--- src/rtl/tune_pkg.sv ---
// Shared types and sizing for the tune sequencer and its tone generator.
package tune_pkg;

  localparam int unsigned NUM_NOTES = 6;
  localparam int unsigned CODE_W    = 8;
  localparam int unsigned DUR_W     = 36;
  localparam int unsigned IDX_W     = 3;

  typedef logic [CODE_W-1:0] note_t;

  typedef enum logic [1:0] {
    StIdle,
    StPlay,
    StGap,
    StDone
  } state_t;

endpackage

--- src/rtl/tone_gen.sv ---
// Square-wave tone generator: toggles pwm every halfPeriod cycles while enabled.
// A zero half-period is a rest and holds pwm low.
module tone_gen #(
  parameter int unsigned HpW = 12
) (
  input  logic           clk,
  input  logic           reset,
  input  logic           en,
  input  logic           clr,
  input  logic [HpW-1:0] halfPeriod,
  output logic           pwm
);

  logic [HpW-1:0] r_cnt;
  logic           r_pwm;

  always_ff @(posedge clk or posedge reset) begin
    if (reset) begin
      r_cnt <= '0;
      r_pwm <= 1'b0;
    end else if (clr || (halfPeriod == '0)) begin
      r_cnt <= '0;
      r_pwm <= 1'b0;
    end else if (en) begin
      if (r_cnt == halfPeriod - HpW'(1)) begin
        r_cnt <= '0;
        r_pwm <= ~r_pwm;
      end else begin
        r_cnt <= r_cnt + HpW'(1);
      end
    end
  end

  assign pwm = r_pwm;

endmodule

--- src/rtl/tune_sequencer.sv ---
// Plays six latched note codes in order through a tone generator, with a fixed
// silent gap between notes and a one-cycle done pulse at the end of the tune.
module tune_sequencer
  import tune_pkg::*;
#(
  parameter int unsigned HP_SHIFT   = 4,
  parameter int unsigned GAP_CYCLES = 1000
) (
  input  logic             clk,
  input  logic             reset,
  input  logic             start,
  input  note_t            sd0,
  input  note_t            sd1,
  input  note_t            sd2,
  input  note_t            sd3,
  input  note_t            sd4,
  input  note_t            sd5,
  input  logic [DUR_W-1:0] clockSpeed,
  output logic             pwm,
  output logic             busy,
  output logic             done,
  output logic [IDX_W-1:0] noteIdx
);

  localparam int unsigned HpW  = CODE_W + HP_SHIFT;
  localparam int unsigned GapW = (GAP_CYCLES > 1) ? $clog2(GAP_CYCLES) : 1;
  localparam logic [IDX_W-1:0] LastIdx = IDX_W'(NUM_NOTES - 1);
  localparam logic [GapW-1:0]  GapLast = GapW'(GAP_CYCLES - 1);

  state_t           r_state;
  logic             r_start_q;
  logic             r_busy;
  logic             r_done;
  logic [IDX_W-1:0] r_note_idx;
  note_t            r_notes [NUM_NOTES];
  logic [DUR_W-1:0] r_dur;
  logic [DUR_W-1:0] r_dur_cnt;
  logic [GapW-1:0]  r_gap_cnt;

  note_t            w_code;
  logic [HpW-1:0]   w_half;
  logic [DUR_W-1:0] w_dur_last;
  logic             w_trig;
  logic             w_note_end;
  logic             w_gap_end;
  logic             w_tone_en;
  logic             w_tone_clr;

  always_comb begin
    w_code = '0;
    for (int i = 0; i < NUM_NOTES; i++) begin
      if (r_note_idx == IDX_W'(i)) w_code = r_notes[i];
    end
  end

  assign w_half     = HpW'(w_code) << HP_SHIFT;
  assign w_dur_last = (r_dur == '0) ? '0 : r_dur - DUR_W'(1);
  assign w_trig     = (r_state == StIdle) && start && !r_start_q;
  assign w_note_end = (r_state == StPlay) && (r_dur_cnt == w_dur_last);
  assign w_gap_end  = (r_state == StGap) && (r_gap_cnt == GapLast);

  // Clear the tone on the last cycle of a note so the gap starts silent and the
  // next note starts from a zeroed counter.
  assign w_tone_en  = (r_state == StPlay) && !w_note_end;
  assign w_tone_clr = !w_tone_en;

  always_ff @(posedge clk or posedge reset) begin
    if (reset) begin
      r_state    <= StIdle;
      r_start_q  <= 1'b0;
      r_busy     <= 1'b0;
      r_done     <= 1'b0;
      r_note_idx <= '0;
      r_dur      <= '0;
      r_dur_cnt  <= '0;
      r_gap_cnt  <= '0;
      for (int i = 0; i < NUM_NOTES; i++) r_notes[i] <= '0;
    end else begin
      r_start_q <= start;
      r_done    <= 1'b0;
      unique case (r_state)
        StIdle: begin
          if (w_trig) begin
            r_notes[0] <= sd0;
            r_notes[1] <= sd1;
            r_notes[2] <= sd2;
            r_notes[3] <= sd3;
            r_notes[4] <= sd4;
            r_notes[5] <= sd5;
            r_dur      <= clockSpeed;
            r_note_idx <= '0;
            r_dur_cnt  <= '0;
            r_busy     <= 1'b1;
            r_state    <= StPlay;
          end
        end
        StPlay: begin
          if (w_note_end) begin
            r_dur_cnt <= '0;
            if (r_note_idx == LastIdx) begin
              r_busy  <= 1'b0;
              r_done  <= 1'b1;
              r_state <= StDone;
            end else begin
              r_gap_cnt <= '0;
              r_state   <= StGap;
            end
          end else begin
            r_dur_cnt <= r_dur_cnt + DUR_W'(1);
          end
        end
        StGap: begin
          if (w_gap_end) begin
            r_note_idx <= r_note_idx + IDX_W'(1);
            r_dur_cnt  <= '0;
            r_state    <= StPlay;
          end else begin
            r_gap_cnt <= r_gap_cnt + GapW'(1);
          end
        end
        StDone: r_state <= StIdle;
        default: r_state <= StIdle;
      endcase
    end
  end

  tone_gen #(
    .HpW(HpW)
  ) u_tone (
    .clk       (clk),
    .reset     (reset),
    .en        (w_tone_en),
    .clr       (w_tone_clr),
    .halfPeriod(w_half),
    .pwm       (pwm)
  );

  assign busy    = r_busy;
  assign done    = r_done;
  assign noteIdx = r_note_idx;

endmodule

--- config.mk ---
export PLATFORM = sky130hd
export DESIGN_NAME = tune_sequencer
export DESIGN_NICKNAME = d
export VERILOG_FILES = /design/src/rtl/tune_pkg.sv /design/src/rtl/tone_gen.sv /design/src/rtl/tune_sequencer.sv
export SDC_FILE = /design/constraint.sdc
export NUM_CORES = 1
export LEC_CHECK = 0
export ABC_CLOCK_PERIOD_IN_PS = 6400
export CAP_MARGIN = 20
export CORE_AREA = 2 2 128 130
export DETAILED_ROUTE_END_ITERATION = 12
export DIE_AREA = 0 0 130 132
export GPL_TIMING_DRIVEN = 0
export MAX_ROUTING_LAYER = met4
export PLACE_DENSITY_LB_ADDON = 0.2
export SETUP_SLACK_MARGIN = 0.5
export SLEW_MARGIN = 20
export SYNTH_ARGS = -nofsm -noshare
export SYNTH_HDL_FRONTEND = slang
export SYNTH_SLANG_ARGS = --single-unit
--- constraint.sdc ---
create_clock -name clk -period 6.4 [get_ports clk]
set_clock_uncertainty 0.15 [all_clocks]
set_input_delay 1.28 -clock clk [delete_from_list [all_inputs] [get_ports clk]]
set_output_delay 1.28 -clock clk [all_outputs]
set_load 0.02 [all_outputs]
# [After elaboration in Yosys (flattened, before gate mapping)]
# Index checks and enable logic that the tools add are counted.
[classes] reduce_logical=26 add_sub_neg=6 n_shift=0 n_div=0 eq_ne=17 mul=0 mux=36 order_cmp=0 n_bitwise=1
[ops] op="2-to-1 mux 36 bit" count=4
[ops] op="one-hot mux 36 bit (3 select lines)" count=1
[ops] op="2-to-1 mux 8 bit" count=6
[ops] op="adder 36 x 1 -> 36 bit, second input constant" count=1
[ops] op="equality test 36 bit" count=1
[ops] op="logical NOT 36 bit" count=1
[ops] op="2-to-1 mux 12 bit" count=3
[ops] op="subtractor 36 x 1 -> 36 bit, second input constant" count=1
[ops] op="2-to-1 mux 10 bit" count=3
[ops] op="one-hot mux 10 bit (2 select lines)" count=1
[ops] op="adder 12 x 1 -> 12 bit, second input constant" count=1
[ops] op="equality test 12 bit" count=1
[ops] op="logical NOT 12 bit" count=1
[ops] op="!= test 2 bit, second input constant" count=6
[ops] op="subtractor 12 x 1 -> 12 bit, second input constant" count=1
[ops] op="adder 10 x 1 -> 10 bit, second input constant" count=1
[ops] op="equality test 10 bit, second input constant" count=1
[ops] op="2-to-1 mux 1 bit" count=10
[ops] op="nonzero test 2 bit" count=5
[ops] op="AND reduction 3 bit" count=3
[ops] op="one-hot mux 2 bit (4 select lines)" count=1
[ops] op="AND reduction 4 bit" count=2
[ops] op="equality test 3 x 2 -> 1 bit, second input constant" count=2
[ops] op="equality test 3 bit, second input constant" count=2
[ops] op="16 further kinds" count=27
[word_totals] reg_bits=151 memories=0 rom_bits=0 in_bits=87 wordCells=102 out_inout_bits=6 ramBits=0 latch_bits=0

# [Logic depth before layout (Yosys ltp)]
# Gate-level depths: netlist of run 1.
[logic_depth] word_depth=12 ltp_mapped=18 mapped_depth_nobuf=14

# [Cells and area by module]
# A second synthesis of run 1 with hierarchy kept.
[hier_totals] cells_unflattened=995 area_unflattened_um2=9339.0
[by_module_without_submodules] mod="tune_sequencer" n_inst=1 cells_per_inst=869 area_per_inst_um2=8217.9 seq_area_each_um2=3453.3
[by_module_without_submodules] mod="tone_gen" n_inst=1 cells_per_inst=126 area_per_inst_um2=1121.1 seq_area_each_um2=325.3

# [Least setup slack after synthesis of run 1]
# No wires, ideal clock.
[synth_path] path_type="reg-to-reg" from="reg r_dur[17]" to="reg r_dur_cnt[25]" path_stages_with_launch=13 setup_slack_ps=2607 path_buffers=2 period_less_slack_ps=3793 setup_ps=119 required_time_ps=6131 t_arrival_ps=3524 path_cell_list="dfrtp_1 > or4_1 > clkbuf_1 > or2_1 > or3_1 > a22o_1 > xor2_1 > a2111o_1 > or4_4 > o311a_4 > nor2_4 > buf_6 > nor2_1"
[synth_between] elab_chain_cells=6 word_cells_on_any_way=7 cone_classes="1 x add/sub; 1 x eq/ne; 3 x mux; 2 x reduce/logical"
[synth_lines] item="start: declaration" line="tune_sequencer.sv:36" text="logic [DUR_W-1:0] r_dur;"
[synth_lines] item="start signal: assignment" line="tune_sequencer.sv:90" text="r_dur <= clockSpeed;"
[synth_lines] item="subtractor 36 x 1 -> 36 bit or logical NOT 36 bit (tied branches)" line="tune_sequencer.sv:57" text="assign w_dur_last = (r_dur == '0) ? '0 : r_dur - DUR_W'(1);"
[synth_lines] item="2-to-1 mux 36 bit (*)" line="tune_sequencer.sv:57"
[synth_lines] item="equality test 36 bit (*)" line="tune_sequencer.sv:59" text="assign w_note_end = (r_state == StPlay) && (r_dur_cnt == w_dur_last);"
[synth_lines] item="logical AND 1 bit (*)" line="tune_sequencer.sv:59"
[synth_lines] item="2-to-1 mux 36 bit (*)" line="tune_sequencer.sv:98" text="if (w_note_end) begin"
[synth_lines] item="one-hot mux 36 bit (3 select lines) (*)" line="tune_sequencer.sv:81" text="unique case (r_state)"
[synth_lines] item="end signal: assignment" line="tune_sequencer.sv:109" text="r_dur_cnt <= r_dur_cnt + DUR_W'(1);"
[synth_lines] item="end: declaration" line="tune_sequencer.sv:37" text="logic [DUR_W-1:0] r_dur_cnt;"
# Every way passes the cells marked *; elsewhere a longest branch is shown, timed or not.
# A chain may end at the register's enable or synchronous reset.

# [Worst setup path after layout of run 1]
[layout_path] from="reg r_dur[0]" to="reg r_gap_cnt[3]"
[layout_between] elab_chain_cells=6 word_cells_on_any_way=7 cone_classes="1 x add/sub; 2 x eq/ne; 1 x mux; 3 x reduce/logical"
[layout_lines] item="subtractor 36 x 1 -> 36 bit or logical NOT 36 bit (tied branches)" line="tune_sequencer.sv:57"
[layout_lines] item="2-to-1 mux 36 bit (*)" line="tune_sequencer.sv:57"
[layout_lines] item="equality test 36 bit (*)" line="tune_sequencer.sv:59"
[layout_lines] item="logical AND 1 bit (*)" line="tune_sequencer.sv:59"
[layout_lines] item="!= test 2 bit (no source line) (*)"
[layout_lines] item="AND reduction 4 bit (no source line) (*)"
[layout_lines] item="end signal: assignment" line="tune_sequencer.sv:118" text="r_gap_cnt <= r_gap_cnt + GapW'(1);"
[layout_lines] item="end: declaration" line="tune_sequencer.sv:38" text="logic [GapW-1:0] r_gap_cnt;"
# Marked as above.

==> flow_summary_export.csv, run 1 <==
group,metric,value,unit
finish,area.growth.synth_to_final,20.61,%
worst_setup_path,critPathKind,"flip-flop to flip-flop",
clocking,cts.sinks,151,
worst_setup_path,cp.required,6530,ps
timing,hold_ws,308.2,ps
grt,grt_usage,0.2903,
min_path,hp-class,"flip-flop to flip-flop",
grt,use_met1,0.4070,
grt,antenna_found_initial,0,
finish,nFillCells,1238,
routing,drtIter0Drc,740,
timing,final-max-slew-violation-count,0,
logic_synthesis,synthCells,937,
logic_synthesis,synth_top_flop_cell,"dfrtp_1",
die,ios,93,
worst_setup_path,reg2reg_to,"r_gap_cnt[3]$_DFFE_PP0P_",
clocking,cts_tree,"done",
clocking,postCtsSetupRepairBufs,0,
worst_setup_path,r2r_slack,1310,ps
worst_setup_path,crit_path_start_kind,"flip-flop",
finish,stdcell_area,10910,sq um
clocking,hold_buffers,0,
die,core_area,15710,sq um
logic_synthesis,syn_area,9045,sq um
timing,hold_violations,0,
worst_setup_path,crit_fanout,10,
power_and_ir_drop,vdd_drop_max,0.2075,mV
timing,max_slew_margin,0.3738,
logic_synthesis,synth_edf_count,0,
clocking,clockBufferDepth,2,
power_and_ir_drop,power,2.353,mW
die,rows,46,
timing,tightest_slew,932.1,ps
die,initial_core_util,0.5756,
clocking,cts-resized-gates,0,
die,dieWidth,130,um
routing,drc,0,
grt,grt_pass1_vias,7392,
clocking,cts-root-buf,"clkbuf_16",
die,dieArea,17160,sq um
placed_design,dp.cells,1246,
min_path,hp-start,"u_tone.r_cnt[0]$_DFFE_PP0P_",
routing,dr.pass1.iters,5,
worst_setup_path,endpoint,"r_gap_cnt[3]$_DFFE_PP0P_",
routing,routed_wl,23300,um
placed_design,gp_routability_congestion,0.9300,
routing,via_count,7642,
placed_design,place_area,10270,sq um
timing,setup_tns,0,ps
logic_synthesis,synth_cell_types,75,
logic_synthesis,ys_seq_elements,151,
grt,busiest_layer,"met2",
logic_synthesis,syn_avg_cell_area,9.653,sq um
logic_synthesis,ys_seq_area_frac,0.4178,
grt,gr-total-overflow,0,
timing,fin_crit_sh,0.7954,
timing,rsz0062_at_grt,"false",
worst_setup_path,worstRegToRegCells,13,
worst_setup_path,worstPathArrival,5220,ps
finish,fin_nets,1147,
grt,grt_util_met3,0.05235,
clocking,clk_latency,430,ps
routing,ant_nets,0,
routing,viasPerCell,5.980,
clocking,h-tree-depth,4,
logic_synthesis,synth.net_count,1035,
timing,fmax,196.5,MHz
logic_synthesis,synth-async-reset-ratio,1.000,
grt,grt_max_degree,104,
flow_run,drv_cap,0,
finish,final_cell_mix,"151 x dfrtp_1, 94 x nor2_1, 92 x clkdlybuf4s50_1",
routing,wl_per_cell,18.23,um
finish,regArea,3779,sq um
grt,grt_pass1_wl,38120,um
placed_design,post-dp-hpwl,16870,um
finish,multi_input_area,4967,sq um
timing,fin_crit,5090,ps
worst_setup_path,end_kind,"flip-flop",
finish,final_common_cell,"dfrtp_1",
finish,num_antenna_cells,0,
worst_setup_path,reg2reg_from,"r_dur[0]$_DFFE_PP0P_",
worst_setup_path,startpoint,"r_dur[0]$_DFFE_PP0P_",
die,die_y,132,um
run_status,status,"finished clean",
finish,drive_gt1_frac,0.1394,
timing,setup_viol,0,
finish,instances_no_fill,1278,
clocking,cts_inserted_buffers,17,
power_and_ir_drop,p_leak,4.434,nW
power_and_ir_drop,power_density,215.7,nW/um^2
placed_design,port_buffers,92,
grt,grtUsageMet2,0.4325,
logic_synthesis,yosysWarnings,0,
clocking,clkTransAtPathRegs,60,ps
area by class of cell:
cell class              instances  area share
plain buffers                  44     0.01778
clock inverters                15     0.01950
clock buffers                  17     0.03900
multi-input cells             714      0.4553
repair buffers                 93     0.08694
well taps                     216     0.02477
inverters                      28     0.01032
flip-flops and latches        151      0.3464
state kept, by name, summed over array words and instances (netlist names):
name,flops
u_tone.r_cnt,12
r_dur,36
busy,1
r_state,2
r_gap_cnt,10
r_notes,48
done,1
r_dur_cnt,36
noteIdx,3
u_tone.pwm,1
r_start_q,1
worst min path at each step:
stage | endpoint | slack (ps) | cells after the start
6_report | u_tone.r_cnt[0]$_DFFE_PP0P_ | 310 | 1
5_1_grt | u_tone.r_cnt[0]$_DFFE_PP0P_ | 340 | 1
4_1_cts | u_tone.r_cnt[0]$_DFFE_PP0P_ | 320 | 1
3_5_place_dp | u_tone.r_cnt[0]$_DFFE_PP0P_ | 310 | 1
3_3_place_gp | u_tone.r_cnt[0]$_DFFE_PP0P_ | 300 | 1
2_1_floorplan | u_tone.r_cnt[0]$_DFFE_PP0P_ | 270 | 1
power breakdown:
part / internal [mW] / leakage, nW / total [mW] / switching [mW]
Combinational: 0.126 / 2.17 / 0.240 / 0.115
Clock: 0.631 / 0.304 / 1.08 / 0.449
Sequential: 0.991 / 1.96 / 1.03 / 0.0413
Total: 1.75 / 4.43 / 2.35 / 0.605
metrics by stage:
stage | worst slack [ps] | utilization
final | 1310 | 0.6943
after global routing | 1091 | 0.6943
after CTS | 1442 | 0.6943
after detailed placement | 1461 | 0.6537
after global placement | -1248 | 0.6515
after floorplan | 905.3 | -
synth_stat cells, types with 22 or more instances:
cell / count / share of area
nor3_1: 28 / 0.015
dfrtp_1: 151 / 0.42
clkbuf_1: 34 / 0.014
nand4_1: 22 / 0.015
inv_1: 28 / 0.012
nand2_1: 71 / 0.029
a21oi_1: 22 / 0.012
o21ai_0: 35 / 0.019
mux2_2: 83 / 0.10
xnor2_1: 60 / 0.058
nor2_1: 94 / 0.039
nand3_1: 37 / 0.020
xor2_1: 33 / 0.032
worst max-delay path: stages (launching register included):
cell	delay, ps
dfrtp_1	420
inv_1	120
ha_1	220
nor3b_2	610
and4_1	340
nand4_1	520
a211oi_1	400
a211oi_1	120
a2111o_1	420
or4_4	480
nor4_1	580
and2_1	210
buf_2	230
o22ai_1	130
layer usage:
layer	routed length, um	share of wire
met5	0	0
met4	501	0.022
met3	1285	0.055
met2	10910	0.47
met1	10600	0.46
cell families after synthesis:
logic type               after synthesis  share of synthesized area
AND/OR/NAND/NOR                      378                     0.2219
AO/OA/AOI/OAI                        143                     0.1079
multiplexers                          86                     0.1067
buffers and inverters                 72                    0.03306
adder cells (fa/ha/maj)               11                    0.01522
flip-flops                           151                     0.4178
XOR/XNOR                              96                    0.09752
Note: power is estimated with default switching activity, not from simulation.
==> run 2, diff against run 1 <==
--- a/config.mk
+++ b/config.mk
@@ -5,11 +5,11 @@
 export SDC_FILE = /design/constraint.sdc
 export NUM_CORES = 1
 export LEC_CHECK = 0
-export ABC_CLOCK_PERIOD_IN_PS = 6400
+export ABC_CLOCK_PERIOD_IN_PS = 4400
 export CAP_MARGIN = 20
-export CORE_AREA = 2 2 128 130
+export CORE_AREA = 2 2 135 137
 export DETAILED_ROUTE_END_ITERATION = 12
-export DIE_AREA = 0 0 130 132
+export DIE_AREA = 0 0 137 139
 export GPL_TIMING_DRIVEN = 0
 export MAX_ROUTING_LAYER = met4
 export PLACE_DENSITY_LB_ADDON = 0.2
==> constraint.sdc (replaced) <==
create_clock -name clk -period 4.4 [get_ports clk]
set_clock_uncertainty 0.15 [all_clocks]
set_input_delay 0.88 -clock clk [delete_from_list [all_inputs] [get_ports clk]]
set_output_delay 0.88 -clock clk [all_outputs]
set_load 0.02 [all_outputs]
==> run 2 against run 1 <==
Clock-buffer cell count grew 1. Maximum frequency grew 26%. First-iteration DRC count fell by 23%. Combinational power rose by 66%. Sequential power grew 47%. Global-route usage is 1.5 points lower. Die area increased by 11%. Worst setup slack got worse by 940 ps. Final area increased by 11%.
==> flow_summary_export.csv, run 2 (synthesis results as in run 1) <==
group,metric,value,unit
worst_setup_path,crit_fanout,6,
worst_setup_path,critPathKind,"flip-flop to flip-flop",
clocking,cts-root-buf,"clkbuf_16",
worst_setup_path,end_kind,"flip-flop",
die,dieWidth,137,um
die,initial_core_util,0.5123,
power_and_ir_drop,vdd_drop_max,0.3720,mV
grt,antenna_found_initial,1,
flow_run,drv_cap,0,
clocking,clockBufferDepth,2,
routing,via_count,7943,
timing,rsz0062_at_grt,"true",
finish,top_register,"r_notes",
worst_setup_path,worstPathArrival,4200,ps
placed_design,place_area,10340,sq um
finish,instances_no_fill,1342,
finish,nFillCells,1358,
finish,fin_util,0.6846,
worst_setup_path,cp.required,4570,ps
timing,hold_violations,0,
routing,routed_wl,25320,um
clocking,cts.sinks,151,
finish,area.growth.synth_to_final,33.64,%
finish,largest_reg_flops,48,
die,dieArea,19040,sq um
grt,grt_pass1_vias,7660,
timing,fin_crit,4030,ps
placed_design,gp_routability_congestion,0.9320,
placed_design,port_buffers,92,
timing,fmax,248.2,MHz
grt,gr-total-overflow,0,
routing,dr.pass1.iters,5,
clocking,cts_inserted_buffers,17,
clocking,clkTransAtPathRegs,70,ps
finish,stdcell_area,12090,sq um
min_path,hp-class,"flip-flop to flip-flop",
timing,fin_crit_sh,0.9158,
die,die_y,139,um
timing,max_slew_margin,0.3971,
routing,drc,0,
die,rows,49,
finish,final_common_cell,"dfrtp_1",
finish,fin_nets,1197,
routing,ant_nets,0,
worst_setup_path,crit_path_start_kind,"flip-flop",
timing,tightest_slew,896.1,ps
power_and_ir_drop,p_leak,4.814,nW
finish,final_cell_mix,"140 x dfrtp_1, 92 x clkdlybuf4s50_1, 83 x mux2_2",
finish,multi_input_area,5575,sq um
routing,viasPerCell,5.919,
placed_design,post-dp-hpwl,17370,um
routing,wl_per_cell,18.87,um
clocking,clk_latency,440,ps
grt,grt_max_degree,36,
timing,setup_viol,0,
finish,reg_top3,"r_notes x48, r_dur x36, r_dur_cnt x36",
clocking,h-tree-depth,4,
grt,grt_usage,0.2751,
routing,drtIter0Drc,568,
finish,regArea,3792,sq um
placed_design,dp.cells,1262,
run_status,status,"finished clean",
grt,grt_pass1_wl,39850,um
clocking,cts_tree,"done",
die,core_area,17660,sq um
timing,final-max-slew-violation-count,0,
finish,drive_gt1_frac,0.2815,
timing,hold_ws,298.3,ps
power_and_ir_drop,power_density,280.4,nW/um^2
die,ios,93,
-- run 2: changes by cell type in the layout (fill, tap and decap cells not counted), moves of 11 or more --
cell	delta
dfrtp_2	+11
nor2_1	-32
buf_4	+36
nor2_4	+14
nor4_1	-12
dfrtp_1	-11
nor2_2	+18
-- run 2: metal layers --
layer / track usage / vias to the layer above / routed length (um)
met1: 0.3370 / 3914 / 10580
met5: - / - / 0
met2: 0.4480 / 243 / 12690
met3: 0.05885 / 67 / 1308
met4: 0.09550 / 0 / 741
li1: - / 3719 / -
-- run 2: stage by stage --
step / setup TNS, ps / power, mW / setup WS, ps
3_3_place_gp: -9677 / 1.853 / -302.1
6_report: 0 / 3.389 / 370.3
2_1_floorplan: 0 / 1.716 / 607.1
5_1_grt: 0 / 3.512 / 316.6
3_5_place_dp: -13280 / 1.870 / -365.4
4_1_cts: 0 / 3.372 / 335.9
-- run 2: power breakdown --
group,switching (mW),total (mW),internal (mW)
logic,0.181,0.399,0.218
clock network,0.664,1.48,0.817
registers,0.0666,1.51,1.44
total,0.912,3.39,2.48
-- run 2: layout make-up --
class	instances	area share
tap	229	0.02370
antenna	1	0.0002070
inverter	28	0.009005
buffer	44	0.02391
multi-input combinational	714	0.4612
sequential	151	0.3137
timing repair buffer	143	0.1196
clock inverter	14	0.01232
clock buffer	18	0.03633
-- run 2: path summary, 6_finish.rpt --
check / start / end / cells past startpoint / slack (ps)
hold / removal: u_tone.r_cnt[0]$_DFFE_PP0P_ / u_tone.r_cnt[0]$_DFFE_PP0P_ / 1 / 300
setup reg to reg: r_dur[14]$_DFFE_PP0P_ / r_dur_cnt[25]$_DFFE_PP0P_ / 13 / 370
hold reg to reg: u_tone.r_cnt[0]$_DFFE_PP0P_ / u_tone.r_cnt[0]$_DFFE_PP0P_ / 1 / 300
max in group asynchronous: reset / r_dur[27]$_DFFE_PP0P_ / 4 / 2530
min in group asynchronous: reset / r_gap_cnt[8]$_DFFE_PP0P_ / 2 / 740
setup / recovery: r_dur[14]$_DFFE_PP0P_ / r_dur_cnt[25]$_DFFE_PP0P_ / 13 / 370
-- run 2: timing repair --
action,in CTS,in global routing
resized for setup,92,105
endpoints found under the setup margin,63,63
pin swaps,32,27
gates cloned,4,1
setup buffers,34,8
hold buffers,0,0
-- run 2: critical path, cell delays in order (launching register included) --
cell and delay, ps:
dfrtp_1 490, nor4_4 470, nand4_2 200, buf_6 180, or3_4 370, nand3_1 100
nand4b_1 140, a2111o_1 470, or4_4 490, o311a_4 350, nor2_4 140, buf_12 160
clkbuf_16 150, nor2_2 40
